File: config.mk
export PLATFORM = sky130hd
export DESIGN_NAME = fetch_unit_flat
export DESIGN_NICKNAME = d
export VERILOG_FILES = /design/src/rtl/fetch_unit_if.sv /design/src/rtl/fetch_unit.sv /design/src/flat_wrapper.sv
export SDC_FILE = /design/constraint.sdc
export NUM_CORES = 1
export LEC_CHECK = 0
export BUFFER_PORTS_ARGS = -buffer_cell sky130_fd_sc_hd__buf_2
export CAP_MARGIN = 20
export CORE_ASPECT_RATIO = 1.5
export CORE_MARGIN = 10
export CORE_UTILIZATION = 45
export DETAILED_ROUTE_END_ITERATION = 10
export PLACE_DENSITY = 0.7
export SLEW_MARGIN = 10
export SYNTH_ARGS = -nofsm -noshare
export SYNTH_HDL_FRONTEND = slang
export SYNTH_SLANG_ARGS = --single-unit
File: constraint.sdc
create_clock -name clk -period 6.2 [get_ports clk]
set_input_delay 0.31 -clock clk [delete_from_list [all_inputs] [get_ports clk]]
set_output_delay 0.31 -clock clk [all_outputs]
set_load 0.005 [all_outputs]
File: src/rtl/fetch_unit_if.sv
// Bundles the instruction-memory request/response channel and the IF/ID
// handshake of the fetch stage. The master modport is the fetch unit's view.
interface fetch_unit_if #(
    parameter int XLEN = 32
);
    logic            imemReqValid;
    logic            imemReqReady;
    logic [XLEN-1:0] imemReqAddr;
    logic            imemRspValid;
    logic [XLEN-1:0] imemRspData;
    logic            ifidValid;
    logic            ifidReady;
    logic [XLEN-1:0] ifidINST;
    logic [XLEN-1:0] ifidPc;

    modport master (
        output imemReqValid,
        output imemReqAddr,
        input  imemReqReady,
        input  imemRspValid,
        input  imemRspData,
        output ifidValid,
        output ifidINST,
        output ifidPc,
        input  ifidReady
    );

    modport slave (
        input  imemReqValid,
        input  imemReqAddr,
        output imemReqReady,
        output imemRspValid,
        output imemRspData,
        input  ifidValid,
        input  ifidINST,
        input  ifidPc,
        output ifidReady
    );
endinterface

File: src/rtl/fetch_unit.sv
// Instruction-fetch stage: credit-limited request issue, in-order response
// queue, IF/ID output register with stall handshake, and branch redirect.
module fetch_unit #(
    parameter int              XLEN        = 32,
    parameter logic [XLEN-1:0] RESET_PC    = '0,
    parameter int              FETCH_DEPTH = 4,
    parameter logic [XLEN-1:0] NOP_INST    = 'h13
) (
    input  logic            clk,
    input  logic            reset,
    input  logic            pcSrc,
    input  logic [XLEN-1:0] branchAddr,
    fetch_unit_if.master    bus
);
    localparam int AW = $clog2(FETCH_DEPTH);
    localparam int CW = AW + 1;

    typedef logic [CW-1:0] cnt_t;

    logic [XLEN-1:0] fetchPcReg, fetchPcNext;
    logic [XLEN-1:0] rspPcReg, rspPcNext;
    cnt_t            countReg, countNext;
    cnt_t            outstReg, outstNext;
    cnt_t            dropReg, dropNext;
    logic [AW-1:0]   wrPtrReg, wrPtrNext;
    logic [AW-1:0]   rdPtrReg, rdPtrNext;
    logic            issueEnReg;
    logic            ifidValidReg, ifidValidNext;
    logic [XLEN-1:0] ifidInstReg, ifidInstNext;
    logic [XLEN-1:0] ifidPcReg, ifidPcNext;

    logic [XLEN-1:0] qPc   [FETCH_DEPTH];
    logic [XLEN-1:0] qInst [FETCH_DEPTH];

    logic [XLEN-1:0] target;
    logic [CW:0]     inUse;
    logic            reqValid, reqFire;
    logic            rspAccept, rspKeep;
    logic            loadOut, queueNonEmpty, pop;
    logic [1:0]      unusedAddrBits;

    assign target         = {branchAddr[XLEN-1:2], 2'b00};
    assign unusedAddrBits = branchAddr[1:0];

    // Queue entries plus in-flight requests may never exceed the queue size,
    // so every response that is kept is guaranteed a free slot.
    assign inUse    = {1'b0, countReg} + {1'b0, outstReg};
    assign reqValid = issueEnReg && !pcSrc && (inUse < (CW+1)'(FETCH_DEPTH));
    assign reqFire  = reqValid && bus.imemReqReady;

    // A response with nothing outstanding is a protocol error and is ignored.
    assign rspAccept     = bus.imemRspValid && (outstReg != '0);
    assign rspKeep       = rspAccept && (dropReg == '0) && !pcSrc;
    assign loadOut       = !ifidValidReg || bus.ifidReady;
    assign queueNonEmpty = (countReg != '0);
    assign pop           = loadOut && queueNonEmpty && !pcSrc;

    always_comb begin
        fetchPcNext   = fetchPcReg;
        rspPcNext     = rspPcReg;
        countNext     = countReg;
        dropNext      = dropReg;
        wrPtrNext     = wrPtrReg;
        rdPtrNext     = rdPtrReg;
        ifidValidNext = ifidValidReg;
        ifidInstNext  = ifidInstReg;
        ifidPcNext    = ifidPcReg;
        outstNext     = outstReg + cnt_t'(reqFire) - cnt_t'(rspAccept);

        if (pcSrc) begin
            // Everything still in flight after this cycle belongs to the
            // abandoned path; a response arriving now is discarded as well.
            fetchPcNext   = target;
            rspPcNext     = target;
            countNext     = '0;
            wrPtrNext     = '0;
            rdPtrNext     = '0;
            dropNext      = outstNext;
            ifidValidNext = 1'b0;
            ifidInstNext  = NOP_INST;
        end else begin
            if (reqFire) begin
                fetchPcNext = fetchPcReg + XLEN'(4);
            end
            if (rspAccept) begin
                if (dropReg != '0) begin
                    dropNext = dropReg - cnt_t'(1);
                end else begin
                    rspPcNext = rspPcReg + XLEN'(4);
                end
            end
            if (rspKeep) begin
                wrPtrNext = wrPtrReg + AW'(1);
            end
            if (pop) begin
                rdPtrNext = rdPtrReg + AW'(1);
            end
            countNext = countReg + cnt_t'(rspKeep) - cnt_t'(pop);

            if (loadOut) begin
                if (queueNonEmpty) begin
                    ifidValidNext = 1'b1;
                    ifidInstNext  = qInst[rdPtrReg];
                    ifidPcNext    = qPc[rdPtrReg];
                end else begin
                    ifidValidNext = 1'b0;
                    ifidInstNext  = NOP_INST;
                end
            end
        end
    end

    always_ff @(posedge clk or negedge reset) begin
        if (!reset) begin
            fetchPcReg   <= RESET_PC;
            rspPcReg     <= RESET_PC;
            countReg     <= '0;
            outstReg     <= '0;
            dropReg      <= '0;
            wrPtrReg     <= '0;
            rdPtrReg     <= '0;
            issueEnReg   <= 1'b0;
            ifidValidReg <= 1'b0;
            ifidInstReg  <= NOP_INST;
            ifidPcReg    <= '0;
        end else begin
            fetchPcReg   <= fetchPcNext;
            rspPcReg     <= rspPcNext;
            countReg     <= countNext;
            outstReg     <= outstNext;
            dropReg      <= dropNext;
            wrPtrReg     <= wrPtrNext;
            rdPtrReg     <= rdPtrNext;
            issueEnReg   <= 1'b1;
            ifidValidReg <= ifidValidNext;
            ifidInstReg  <= ifidInstNext;
            ifidPcReg    <= ifidPcNext;
        end
    end

    // Queue storage needs no reset: count/pointers define what is valid.
    always_ff @(posedge clk) begin
        if (rspKeep) begin
            qPc[wrPtrReg]   <= rspPcReg;
            qInst[wrPtrReg] <= bus.imemRspData;
        end
    end

    assign bus.imemReqValid = reqValid;
    assign bus.imemReqAddr  = fetchPcReg;
    assign bus.ifidValid    = ifidValidReg;
    assign bus.ifidINST     = ifidInstReg;
    assign bus.ifidPc       = ifidPcReg;
endmodule
File: src/flat_wrapper.sv
// flat-port wrapper written by rule: the top's interface ports become plain ports
module fetch_unit_flat 
#(
    parameter int              XLEN        = 32,
    parameter logic [XLEN-1:0] RESET_PC    = '0,
    parameter int              FETCH_DEPTH = 4,
    parameter logic [XLEN-1:0] NOP_INST    = 'h13
)
  (clk, reset, pcSrc, branchAddr, bus_imemReqValid, bus_imemReqAddr, bus_imemReqReady, bus_imemRspValid, bus_imemRspData, bus_ifidValid, bus_ifidINST, bus_ifidPc, bus_ifidReady);
  fetch_unit_if #(.XLEN(XLEN)) bus_i ();
  input  logic clk;
  input  logic reset;
  input  logic pcSrc;
  input  logic [XLEN-1:0] branchAddr;
  output wire logic [$bits(bus_i.imemReqValid)-1:0] bus_imemReqValid;
  output wire logic [$bits(bus_i.imemReqAddr)-1:0] bus_imemReqAddr;
  input wire logic [$bits(bus_i.imemReqReady)-1:0] bus_imemReqReady;
  input wire logic [$bits(bus_i.imemRspValid)-1:0] bus_imemRspValid;
  input wire logic [$bits(bus_i.imemRspData)-1:0] bus_imemRspData;
  output wire logic [$bits(bus_i.ifidValid)-1:0] bus_ifidValid;
  output wire logic [$bits(bus_i.ifidINST)-1:0] bus_ifidINST;
  output wire logic [$bits(bus_i.ifidPc)-1:0] bus_ifidPc;
  input wire logic [$bits(bus_i.ifidReady)-1:0] bus_ifidReady;
  assign bus_imemReqValid = bus_i.imemReqValid;
  assign bus_imemReqAddr = bus_i.imemReqAddr;
  assign bus_i.imemReqReady = bus_imemReqReady;
  assign bus_i.imemRspValid = bus_imemRspValid;
  assign bus_i.imemRspData = bus_imemRspData;
  assign bus_ifidValid = bus_i.ifidValid;
  assign bus_ifidINST = bus_i.ifidINST;
  assign bus_ifidPc = bus_i.ifidPc;
  assign bus_i.ifidReady = bus_ifidReady;
  fetch_unit #(.XLEN(XLEN), .RESET_PC(RESET_PC), .FETCH_DEPTH(FETCH_DEPTH), .NOP_INST(NOP_INST)) u_core (.clk(clk), .reset(reset), .pcSrc(pcSrc), .branchAddr(branchAddr), .bus(bus_i));
endmodule
==> impl_metrics.csv, run 1 <==
group,metric,value,unit
floorplanning,die_w,171,microns
synthesis,synth_top_cells_by_area,"edfxtp_1, dfrtp_1, mux4_2",
floorplanning,fp.coreArea,0.0342,sq mm
floorplanning,io-pin-count,168,
routing,wl,33600,microns
worst_setup_path,slowest_delay,720,ps
synthesis,avgSynthCellArea,16.0,sq um
placed_design,io_buffers,161,
floorplanning,fp.dieH,247,microns
routing,route.detailed.drc,0,
power,ir_worst_vdd,0.208,mV
synthesis,synthArstFlopShare,35.6,%
timing,slew_headroom,32.4,%
worst_setup_path,crit_slowest_cell,"or4b_1",
power,power.density,379,mW/mm^2
routing,detail_route.iter0.violations,582,
synthesis,synthCells,966,
synthesis,yosysMostFrequentCell,"edfxtp_1",
finish,num_antenna_cells,0,
timing,min_period_over_period,53.4,%
synthesis,synth_cell_type_count,51,
synthesis,synth_commonest_cells,"edfxtp_1, dfrtp_1, nand2_1",
timing,max_freq,0.302,GHz
global_routing,grt_pass1_vias,9538,
finish,layout.cells.non_filler,1619,
routing,wl_per_cell,20.7,microns
synthesis,ys_seq_area_share,70.2,%
clock_tree,clk_pin_slew,60,ps
global_routing,grt_max_degree,79,
finish,syn2layout_area_growth,18.4,%
clock_tree,clockRootBuffer,"clkbuf_16",
routing,viasPerCell,5.46,
synthesis,synthesis.area,0.0155,sq mm
synthesis,ys_ff_latch,385,
clock_tree,cts_made_buffers,37,
placed_design,place.gp.congestion,0.895,
clock_tree,cts_tree,"built",
routing,antenna_left,0,
timing,min_period,3310,ps
synthesis,yosys.area.top_type_share,48.1,%
clock_tree,insertion_delay,520,ps
power,p_leak,6.94,nW
timing,fin_setup_tns,0,ps
global_routing,antenna_found_initial,0,
floorplanning,die_area,0.0424,sq mm
finish,drive_gt1_share,27.1,%
synthesis,synth_warnings,0,
worst_setup_path,critical_path_class,"register to register",
timing,worst_slew_pin_slew,1010,ps
status,status,"finished, final reports clean",
clock_tree,cts_buffer_depth,3,
floorplanning,rows,83,
synthesis,yosys.area.top_type,"edfxtp_1",
placed_design,hpwl,20800,microns
worst_setup_path,arrival,3760,ps
clock_tree,ctsResizeCount,0,
worst_setup_path,cp-end-kind,"register",
timing,finClkSkew,10.1,ps
finish,nNetsFinal,1251,
timing,hold_violations,0,
global_routing,overflow,0,
job,maxCapViolCount,0,
worst_setup_path,crit_fanout,10,
timing,drv_slew,0,
min_path,hold_path_class,"input pin to register",
synthesis,synth_flop_cell,"edfxtp_1",
worst_setup_path,worstPathRequired,6650,ps
timing,setup_viol,0,
floorplanning,initial_core_util,45.3,%
clock_tree,cts_sinks,385,
worst_setup_path,crit_chain,"ha_1 -> or4b_4 -> or4b_1 -> inv_1 -> ha_1 -> inv_1 -> fa_1 -> xnor2_1 -> nand2_1 -> o21ai_0",
global_routing,grt_pass1_wl,53600,microns
worst_setup_path,crit_path_start_kind,"register",
synthesis,synth_enable_flop_cells,248,
clock_tree,h-tree-depth,2,
global_routing,grt_usage,16.1,%
timing,rsz0062_at_grt,"no",
placed_design,place_inst,1518,
clock_tree,ctsHoldBuffers,33,
routing,drtPass1Iterations,5,
routing,vias,8839,
clock_tree,post_cts_buffers,0,
metrics by stage:
step / cell area (sq um) / hold slack (ps) / setup slack, ps / power (mW) / util [%]
6_report: 18300 / 41.6 / 2890 / 6.94 / 53.7
5_1_grt: 18300 / 37.6 / 2720 / 7.30 / 53.7
4_1_cts: 18300 / 17.0 / 2890 / 7.05 / 53.7
3_5_place_dp: 16800 / 441 / 2810 / 4.68 / 49.0
3_3_place_gp: 16800 / 431 / 2800 / 4.65 / 49.0
2_1_floorplan: 15500 / 14.4 / 3240 / 4.14 / -
area by class of cell:
cell class                      instances  area (sq um)
Multi-Input combinational cell        517          4380
Fill cell                            2773         15800
Inverter                               21          78.8
Tap cell                              425           532
Clock buffer                           52          1040
Sequential cell                       385         10900
Clock inverter                         16           215
Timing Repair Buffer                  203          1210
worst max-delay path, delay by kind of cell, from the launching register on:
family | cells | cell delay, ps
compound gates | 1 | 90
fa+ha+maj | 3 | 860
flops | 1 | 400
xor+xnor | 1 | 220
simple gates | 3 | 1350
buf+inv | 2 | 300
per-layer routing:
| metal | track usage [%] | up-vias | part of all wire, % |
|---|---|---|---|
| li1 | - | 4051 | - |
| met1 | 19.7 | 4518 | 41 |
| met2 | 27.9 | 227 | 52 |
| met3 | 3.10 | 43 | 5.2 |
| met4 | 5.05 | 0 | 2.3 |
| met5 | 0 | - | 0 |
flip-flops by register name, summed over array words and instances (netlist names):
| register | cells |
|---|---|
| u_core.rspPcReg | 30 |
| u_core.countReg | 3 |
| u_core.outstReg | 3 |
| u_core.qInst | 128 |
| u_core.issueEnReg | 1 |
| u_core.dropReg | 3 |
| u_core.bus.imemReqAddr | 30 |
| u_core.wrPtrReg | 2 |
| u_core.qPc | 120 |
| u_core.bus.ifidValid | 1 |
| u_core.bus.ifidINST | 32 |
| u_core.rdPtrReg | 2 |
| u_core.bus.ifidPc | 30 |
worst paths after layout:
kind,startpoint,end,depth (start not counted),slack [ps]
worst min register to register,u_core.bus.ifidPc[26]$_DFFE_PN0P_,u_core.bus.ifidPc[26]$_DFFE_PN0P_,2,470
worst min-delay path,branchAddr[6],u_core.bus.imemReqAddr[6]$_DFFE_PN0P_,2,40
max in group asynchronous,reset,u_core.bus.ifidINST[3]$_DFFE_PN0P_,3,4490
worst max register to register,u_core.outstReg[2]$_DFF_PN0_,u_core.dropReg[2]$_DFFE_PN0P_,10,2890
worst max-delay path,u_core.outstReg[2]$_DFF_PN0_,u_core.dropReg[2]$_DFFE_PN0P_,10,2890
min in group asynchronous,reset,u_core.bus.imemReqAddr[27]$_DFFE_PN0P_,2,370
cells by family after synthesis:
family / Yosys count / share of synthesized area, %
other: 2 / 0.0485
DFF: 385 / 70.2
muxes: 83 / 10.5
and+or+nand+nor: 266 / 8.44
buffers and inverters: 67 / 1.73
xor gates and xnor gates: 51 / 2.88
AOI/OAI and AO/OA: 96 / 4.76
adders and majority gates: 16 / 1.39
power breakdown:
group          internal (mW)  switching (mW)  leakage [nW]  total, mW
Sequential              3.03           0.277          3.90       3.31
Clock                   1.39           0.938         0.612       2.33
Combinational          0.639           0.662          2.43       1.30
Total                   5.07            1.88          6.94       6.94
cell usage in the layout, fill, tap and decap left out, types with 5 or more instances in the layout:
cell type,instances
ha_1,14
and2_1,6
a22o_1,29
buf_4,9
inv_1,19
dlygate4sd3_1,33
nand2b_1,16
edfxtp_1,248
a21oi_1,8
conb_1,5
o31a_1,11
dfrtp_1,132
buf_2,160
nor2_1,22
nand3_1,29
nand2_1,117
and4_1,6
nand4_1,23
o21ai_0,8
and3_1,7
a21boi_0,18
mux4_2,62
o21a_1,9
bufinv_16,5
xor2_1,21
clkbuf_1,11
nor3_1,17
xnor2_1,30
mux2_2,19
clkbuf_16,39
Power figures use the tool's default switching activity.
==> run 2, diff against run 1 <==
--- a/config.mk
+++ b/config.mk
@@ -11,7 +11,7 @@
 export CORE_MARGIN = 10
 export CORE_UTILIZATION = 45
 export DETAILED_ROUTE_END_ITERATION = 10
-export PLACE_DENSITY = 0.7
+export PLACE_DENSITY = 0.72
 export SLEW_MARGIN = 10
 export SYNTH_ARGS = -nofsm -noshare
 export SYNTH_HDL_FRONTEND = slang
==> constraint.sdc (replaced) <==
create_clock -name clk -period 2.7 [get_ports clk]
set_input_delay 0.135 -clock clk [delete_from_list [all_inputs] [get_ports clk]]
set_output_delay 0.135 -clock clk [all_outputs]
set_load 0.005 [all_outputs]
==> run 2 against run 1 <==
The flow now finishes with violations (setup timing). Sequential share of layout area down 2.1 points. Design area up 3.7%. Worst setup slack worse by 2900 ps. Core utilization up 2.0 points.
==> impl_metrics.csv, run 2 (same netlist as run 1, synthesis figures left out) <==
group,metric,value,unit
placed_design,place.gp.congestion,0.864,
timing,slew_headroom,49.4,%
floorplanning,die_area,0.0424,sq mm
routing,vias,9058,
finish,fin_util,55.7,%
finish,mostFrequentLayoutCells,"edfxtp_1, buf_2, dfrtp_1",
finish,nNetsFinal,1306,
finish,largest_register,"u_core.qInst",
worst_setup_path,r2r_slack,-30,ps
worst_setup_path,crit_chain,"ha_1 -> or4b_4 -> or4b_4 -> clkinv_4 -> ha_4 -> inv_2 -> fa_2 -> xnor2_2 -> nand2_1 -> o21ai_1",
min_path,hold_path_class,"input pin to register",
power,power.density,854,mW/mm^2
floorplanning,fp.dieH,247,microns
clock_tree,cts_made_buffers,37,
routing,wl,34600,microns
routing,route.detailed.drc,0,
clock_tree,insertion_delay,530,ps
worst_setup_path,arrival,3190,ps
global_routing,grt_pass1_wl,54700,microns
clock_tree,clockRootBuffer,"clkbuf_16",
timing,worst_slew_pin_slew,759,ps
clock_tree,h-tree-depth,2,
timing,finClkSkew,13.6,ps
timing,fin_setup_tns,-44.0,ps
finish,drive_gt1_share,28.9,%
timing,rsz0062_at_grt,"yes",
routing,wl_per_cell,20.7,microns
timing,min_period,2730,ps
global_routing,overflow,0,
worst_setup_path,crit_fanout,2,
power,ir_worst_vdd,0.476,mV
clock_tree,cts_buffer_depth,3,
routing,drtPass1Iterations,5,
clock_tree,cts_sinks,385,
worst_setup_path,r2r_start,"u_core.outstReg[2]$_DFF_PN0_",
finish,layout_commonest_cell,"edfxtp_1",
routing,antenna_left,0,
routing,viasPerCell,5.41,
worst_setup_path,cp-end-kind,"register",
timing,worst_hold_slack,11.2,ps
global_routing,grt_usage,16.5,%
timing,worst_slack,-33.2,ps
clock_tree,cts_tree,"built",
worst_setup_path,rr_worst_depth,10,
placed_design,hpwl,22300,microns
floorplanning,io-pin-count,168,
worst_setup_path,crit_slowest_cell,"or4b_4",
worst_setup_path,crit_path_frequent_cell,"or4b_4",
job,maxCapViolCount,0,
worst_setup_path,crit_path_start_kind,"register",
floorplanning,initial_core_util,45.3,%
floorplanning,fp.coreArea,0.0342,sq mm
status,violations,"setup timing",
min_path,whs_path_depth,3,
finish,largest_register_ffs,128,
worst_setup_path,critPathBufInv,2,
timing,hold_violations,0,
worst_setup_path,critPathTopFamily,"simple AND/OR/NAND/NOR gates",
min_path,hold_end,"u_core.bus.imemReqAddr[21]$_DFFE_PN0P_",
floorplanning,rows,83,
placed_design,io_buffers,161,
worst_setup_path,critical_path_class,"register to register",
global_routing,grt_pass1_vias,9788,
global_routing,grt_max_degree,67,
timing,setup_viol,2,
worst_setup_path,reg2reg_to,"u_core.dropReg[2]$_DFFE_PN0P_",
worst_setup_path,slowest_delay,550,ps
global_routing,antenna_found_initial,0,
min_path,worstHoldStart,"branchAddr[21]",
status,status,"finished with violations",
worst_setup_path,worstPathRequired,3160,ps
routing,detail_route.iter0.violations,513,
finish,syn2layout_area_growth,22.8,%
clock_tree,clk_pin_slew,60,ps
power,p_leak,7.24,nW
timing,min_period_over_period,101,%
timing,drv_slew,0,
finish,num_antenna_cells,0,
timing,max_freq,0.366,GHz
floorplanning,die_w,171,microns
run 2: cell count changes in the layout (fill, tap and decap cells not counted), moves of 2 or more:
cell           delta
dlygate4sd3_1    +27
clkbuf_1          -3
inv_1             -2
clkinvlp_4        +2
buf_4            +16
buf_12           +12
run 2: how the worst max path moves through the flow:
stage	start	endpoint	slack, ps	cells after the start
2_1_floorplan	u_core.countReg[2]$_DFF_PN0_	u_core.dropReg[2]$_DFFE_PN0P_	-90	11
3_3_place_gp	u_core.countReg[2]$_DFF_PN0_	u_core.dropReg[2]$_DFFE_PN0P_	-60	10
3_5_place_dp	u_core.countReg[2]$_DFF_PN0_	u_core.dropReg[2]$_DFFE_PN0P_	-80	10
4_1_cts	u_core.countReg[2]$_DFF_PN0_	u_core.dropReg[2]$_DFFE_PN0P_	-30	10
5_1_grt	u_core.outstReg[2]$_DFF_PN0_	u_core.dropReg[2]$_DFFE_PN0P_	-150	10
6_report	u_core.outstReg[2]$_DFF_PN0_	u_core.dropReg[2]$_DFFE_PN0P_	-30	10
run 2: what timing repair did:
action,4_1_cts,5_1_grt
pin swaps,0,5
hold buffers,60,0
buffers inserted,0,1
endpoints found under the hold margin,232,0
setup endpoints to repair,4,13
gates resized for setup,1,5
run 2: metrics by stage:
stage               instance area [sq um]  total power, mW  instances  setup slack [ps]
floorplan                           15500             9.53        969             -87.7
global placement                    17100             10.8       1545             -64.7
detailed placement                  17100             10.9       1545             -79.3
CTS                                 19000             16.4       1672             -28.8
global route                        19000             17.1       1673              -148
finish                              19000             16.2       1673             -33.2
run 2: power by group:
group	internal, mW	leakage, nW	switching (mW)	total [mW]
clock	3.21	0.612	2.17	5.38
combinational	1.67	2.73	1.67	3.34
sequential	6.97	3.90	0.566	7.53
total	11.8	7.24	4.40	16.2
run 2: tightest hold or removal path: cells and delay by family:
family | cells | cell delay (ps)
buf+inv | 1 | 70
simple gates | 1 | 150
compound gates | 1 | 150
run 2: cell type report:
cell class / count / area, sq um
clock buffers: 50 / 1050
clock inverters: 17 / 218
fillers: 2683 / 15100
inverters: 21 / 83.8
multi-input cells: 517 / 4410
flip-flops and latches: 385 / 10900
well taps: 425 / 532
repair buffers: 258 / 1840
run 2: per-layer routing:
layer	up-vias	GRT usage, %	part of all wire (%)
met1	4646	19.6	40
met5	-	0	0
li1	4160	-	-
met4	0	5.13	2.0
met2	201	29.8	53
met3	51	2.87	5.0
